### config.mk
export PLATFORM = sky130hd
export DESIGN_NAME = condicionador_controles
export DESIGN_NICKNAME = d
export VERILOG_FILES = /design/src/rtl/condicionador_controles.sv
export SDC_FILE = /design/constraint.sdc
export NUM_CORES = 1
export LEC_CHECK = 0
export BUFFER_PORTS_ARGS = -buffer_cell sky130_fd_sc_hd__buf_4
export CAP_MARGIN = 20
export CORE_MARGIN = 4
export CORE_UTILIZATION = 55
export DETAILED_ROUTE_END_ITERATION = 10
export GPL_TIMING_DRIVEN = 0
export PLACE_DENSITY = 0.71
export RECOVER_POWER = 25
export SKIP_CTS_REPAIR_TIMING = 1
export SLEW_MARGIN = 20
export SYNTH_ARGS = -nofsm -noshare
export SYNTH_HDL_FRONTEND = slang
export SYNTH_SLANG_ARGS = --single-unit
### constraint.sdc
create_clock -name clock -period 2.1 [get_ports clock]
set_input_delay 0.21 -clock clock [delete_from_list [all_inputs] [get_ports clock]]
set_output_delay 0.21 -clock clock [all_outputs]
set_load 0.1 [all_outputs]
### src/rtl/condicionador_controles.sv
// Input conditioner for the drone game: synchronises, debounces and decodes six raw
// board buttons into direction levels and single-cycle confirm/start pulses.
module condicionador_controles #(
  parameter int DEBOUNCE_CICLOS = 50000,
  parameter int ATIVO_BAIXO     = 0
) (
  input  logic       clock,
  input  logic       reset,
  input  logic       botao_cima,
  input  logic       botao_baixo,
  input  logic       botao_esquerda,
  input  logic       botao_direita,
  input  logic       botao_confirma,
  input  logic       botao_iniciar,
  output logic [1:0] controle_vertical,
  output logic [1:0] controle_horizontal,
  output logic       confirma,
  output logic       iniciar,
  output logic [5:0] db_estavel
);

  localparam int NB = 6;
  localparam int CW = $clog2(DEBOUNCE_CICLOS + 1);
  // Accept on the edge where the count would become DEBOUNCE_CICLOS.
  localparam logic [CW-1:0] C_LIMITE = CW'(DEBOUNCE_CICLOS - 1);
  localparam logic [CW-1:0] C_UM     = CW'(1);
  localparam logic [CW-1:0] C_ZERO   = CW'(0);

  // Bit order everywhere: {iniciar, confirma, direita, esquerda, baixo, cima}.
  logic [NB-1:0] w_bruto;
  logic [NB-1:0] w_ativo;
  logic [NB-1:0] r_sinc1;
  logic [NB-1:0] r_sinc2;
  logic [NB-1:0] r_estavel;
  logic [CW-1:0] r_cont [NB];
  logic [1:0]    r_anterior;
  logic [1:0]    r_pulso;

  assign w_bruto = {botao_iniciar, botao_confirma, botao_direita,
                    botao_esquerda, botao_baixo, botao_cima};
  assign w_ativo = (ATIVO_BAIXO != 0) ? ~w_bruto : w_bruto;

  // Two-flop synchroniser per button.
  always_ff @(posedge clock or negedge reset) begin
    if (!reset) begin
      r_sinc1 <= 6'b000000;
      r_sinc2 <= 6'b000000;
    end else begin
      r_sinc1 <= w_ativo;
      r_sinc2 <= r_sinc1;
    end
  end

  // Debounce: a synced value must disagree with the stable bit on consecutive edges.
  always_ff @(posedge clock or negedge reset) begin
    if (!reset) begin
      r_estavel <= 6'b000000;
      for (int i = 0; i < NB; i++) begin
        r_cont[i] <= C_ZERO;
      end
    end else begin
      for (int i = 0; i < NB; i++) begin
        if (r_sinc2[i] == r_estavel[i]) begin
          r_cont[i] <= C_ZERO;
        end else if (r_cont[i] == C_LIMITE) begin
          r_estavel[i] <= r_sinc2[i];
          r_cont[i]    <= C_ZERO;
        end else begin
          r_cont[i] <= r_cont[i] + C_UM;
        end
      end
    end
  end

  // Rising-edge detect on the debounced confirm/start bits.
  always_ff @(posedge clock or negedge reset) begin
    if (!reset) begin
      r_anterior <= 2'b00;
      r_pulso    <= 2'b00;
    end else begin
      r_anterior <= r_estavel[5:4];
      r_pulso    <= r_estavel[5:4] & ~r_anterior;
    end
  end

  // Opposite buttons pressed together cancel out to "none".
  assign controle_vertical   = {r_estavel[1] & ~r_estavel[0], r_estavel[0] & ~r_estavel[1]};
  assign controle_horizontal = {r_estavel[2] & ~r_estavel[3], r_estavel[3] & ~r_estavel[2]};
  assign confirma            = r_pulso[0];
  assign iniciar             = r_pulso[1];
  assign db_estavel          = r_estavel;

endmodule

==> impl_metrics.csv <==
group,metric,value,unit
place,place_area,5760,sq um
status,status,"finished, final reports clean",
sta,slew-limit-headroom,3.97,%
synthesis,synthCells,522,
pwr,p_leak,0.00264,uW
worst_setup_path,cp-start-kind,"flip-flop",
run,cap_violations,0,
worst_setup_path,path_delay_family,"compound AO/OA/AOI/OAI gates",
finish,num_antenna_cells,0,
sta,finalWorstSetupSlack,200,ps
clocking,cts_tree,"built",
finish,synthToLayoutAreaGrowth,18.0,%
synthesis,synth_cell_type_count,33,
synthesis,yosysSeqAreaShare,54.5,%
sta,skew,4.93,ps
finish,layout.nets,578,
detailed_routing,ant_nets,0,
sta,finalCriticalPeriod,1900,ps
synthesis,yosys_warnings,0,
detailed_routing,drt-total-wl,9810,microns
floorplanning,die_area,11500,sq um
synthesis,netlist_top_cells_area,"dfrtp_1 55%, xnor2_1 11%, nor2_1 6.9%, nand4_1 3.7%, xor2_1 2.9%",
sta,setup_viol_count_final,0,
place,pre_cts_ws,136,ps
worst_setup_path,worst_path_largest_cell_delay,570,ps
floorplanning,fp-row-count,35,
synthesis,synth.avg_cell_area,10.4,sq um
global_route,grt_pass1_vias,3811,
synthesis,synth_area,5420,sq um
detailed_routing,routedWlPerCell,13.9,microns
clocking,clk_pin_slew,50,ps
place,dp_hpwl,6440,microns
sta,slew_viol_final,0,
detailed_routing,drt-met1-wl,4610,microns
detailed_routing,dr.max_layer_used,"met4",
clocking,h-tree-depth,4,
worst_setup_path,worst-setup-path-type,"flip-flop to flip-flop",
clocking,numCtsBuffers,17,
worst_setup_path,critical_path_buf_inv_count,1,
worst_setup_path,worstSetupEndpointType,"flip-flop",
synthesis,synth_nets,536,
sta,finalHoldViolations,0,
sta,tightest_slew,1440,ps
detailed_routing,drc,0,
global_route,grt.total_usage,19.0,%
global_route,antenna_found_initial,0,
detailed_routing,met3_length,365,microns
sta,rsz0062_at_grt,"no",
pwr,p_total,5300,uW
clocking,clock_latency,510,ps
synthesis,synth-seq-cells,118,
sta,timing.fmax,526,MHz
detailed_routing,vias,3864,
worst_setup_path,crit_slowest_cell,"o41ai_4",
worst_setup_path,cp_cell_sequence,"or3_1 > o41ai_4 > buf_4 > nor2_1",
place,place_inst,671,
place,io_buffers,19,
synthesis,async_flop_share,100,%
clocking,clockRootBuffer,"clkbuf_8",
floorplanning,core_area,9420,sq um
synthesis,yosysTopAreaCell,"dfrtp_1",
global_route,grt_start_max_net_pins,61,
synthesis,yosys.area.top_type_share,54.5,%
detailed_routing,wl_met2,4700,microns
place,gp_congestion,0.817,
sta,period_share,90.5,%
worst_setup_path,crit_fanout,10,
clocking,clock-sinks,118,
detailed_routing,vias_per_cell,5.48,
finish,drive_above_1_share,11.6,%
worst_hold_path,hold_path.class,"flip-flop to flip-flop",
clocking,clk_path_buf_depth,2,
synthesis,synth-main-ff-cell,"dfrtp_1",
pwr,power_density,829,nW/um^2
floorplanning,die_y,107,microns
detailed_routing,first_iter_violations,149,
detailed_routing,dr.pass1.iters,4,
finish,finalNonFillerCells,705,
finish,fin_area,6390,sq um
global_route,grt_overflow,0,
worst_setup_path,crit_arrival,2290,ps
floorplanning,ios,20,
floorplanning,die_w,107,microns
finish,utilization,67.9,%
worst_setup_path,required,2490,ps
global_route,grt_pass1_wl,17400,microns
pwr,vdd_drop_max,0.000960,V
synthesis,synth_edf_count,0,
floorplanning,initial_core_util,57.5,%
Yosys cell counts (2+ instances only):
master and n:
nor4bb_1 9, nand4_1 32, ha_1 6, xor2_1 18, dfrtp_1 118, nor3_1 21, nor2_1 99, xnor2_1 67
and3_1 11, mux2_2 6, nand3_1 29, nand2_1 26, o21ai_0 2, nor2b_1 6, nor4b_1 5, a21oi_1 5
nor4_1 24, clkbuf_1 8, inv_1 16
cell type report:
| type | instances | area [sq um] |
|---|---|---|
| Fill cell | 727 | 3030 |
| Buffer | 5 | 23.8 |
| Multi-Input combinational cell | 379 | 2370 |
| Timing Repair Buffer | 27 | 238 |
| Tap cell | 129 | 161 |
| Clock buffer | 21 | 449 |
| Clock inverter | 10 | 129 |
| Inverter | 16 | 60.1 |
| Sequential cell | 118 | 2950 |
worst reg2reg max path, stage by stage (launching register included):
cell,delay [ps]
dfrtp_1,430
or3_1,460
o41ai_4,570
buf_4,270
nor2_1,60
routing by layer:
| metal | track usage, % | up-vias |
|---|---|---|
| li1 | - | 1895 |
| met1 | 25.2 | 1867 |
| met2 | 29.3 | 79 |
| met3 | 6.14 | 23 |
| met4 | 6.67 | 0 |
| met5 | 0 | - |
per-stage QoR:
stage / setup TNS [ps] / hold WS [ps]
final: 0 / 346
after detailed placement: 0 / 219
after floorplan: -242 / -85.6
after CTS: 0 / -332
after global placement: 0 / 319
after global routing: 0 / 350
power by group:
group | total, uW | internal [uW] | leakage (uW) | switching [uW]
Sequential | 2350 | 2320 | 0.00161 | 35.0
Combinational | 154 | 54.6 | 0.000748 | 99.4
Clock | 2790 | 1850 | 0.000291 | 941
final timing paths:
check | start | endpoint | slack [ps] | cells past startpoint
hold reg to reg | r_sinc1[5] | r_sinc2[5] | 350 | 0
min in group asynchronous | reset | r_cont[49] | 590 | 2
max in group asynchronous | reset | r_cont[11] | 570 | 3
hold / removal | r_sinc1[5] | r_sinc2[5] | 350 | 0
setup reg to reg | r_cont[68] | r_cont[64] | 200 | 4
setup / recovery | r_cont[68] | r_cont[64] | 200 | 4
placed cells by master, fill, tap and decap left out, types with 2 or more instances in the layout:
cell	n
a21oi_1	5
and3_1	11
buf_4	13
bufinv_16	3
clkbuf_1	5
clkbuf_16	16
clkbuf_2	2
clkbuf_4	6
clkbuf_8	3
clkinv_2	6
dfrtp_1	118
dlygate4sd3_1	7
ha_1	6
inv_1	16
mux2_2	6
nand2_1	26
nand3_1	29
nand4_1	32
nor2_1	99
nor2b_1	2
nor2b_2	4
nor3_1	21
nor4_1	24
nor4b_1	5
nor4bb_1	9
o21ai_0	2
xnor2_1	67
xor2_1	18
logic make-up after synthesis:
| group | Yosys count | share of synthesized area [%] |
|---|---|---|
| simple gates | 272 | 25.8 |
| buf+inv | 25 | 1.80 |
| mux | 6 | 1.25 |
| flops | 118 | 54.5 |
| xor+xnor | 85 | 13.7 |
| compound gates | 10 | 1.46 |
| fa+ha+maj | 6 | 1.39 |
registers in the layout, summed over array words and instances, names as in the netlist:
register and count:
r_anterior 2, r_pulso 2, r_sinc1 6, db_estavel 6, r_cont 96, r_sinc2 6
Note: power is estimated with default switching activity, not from simulation.
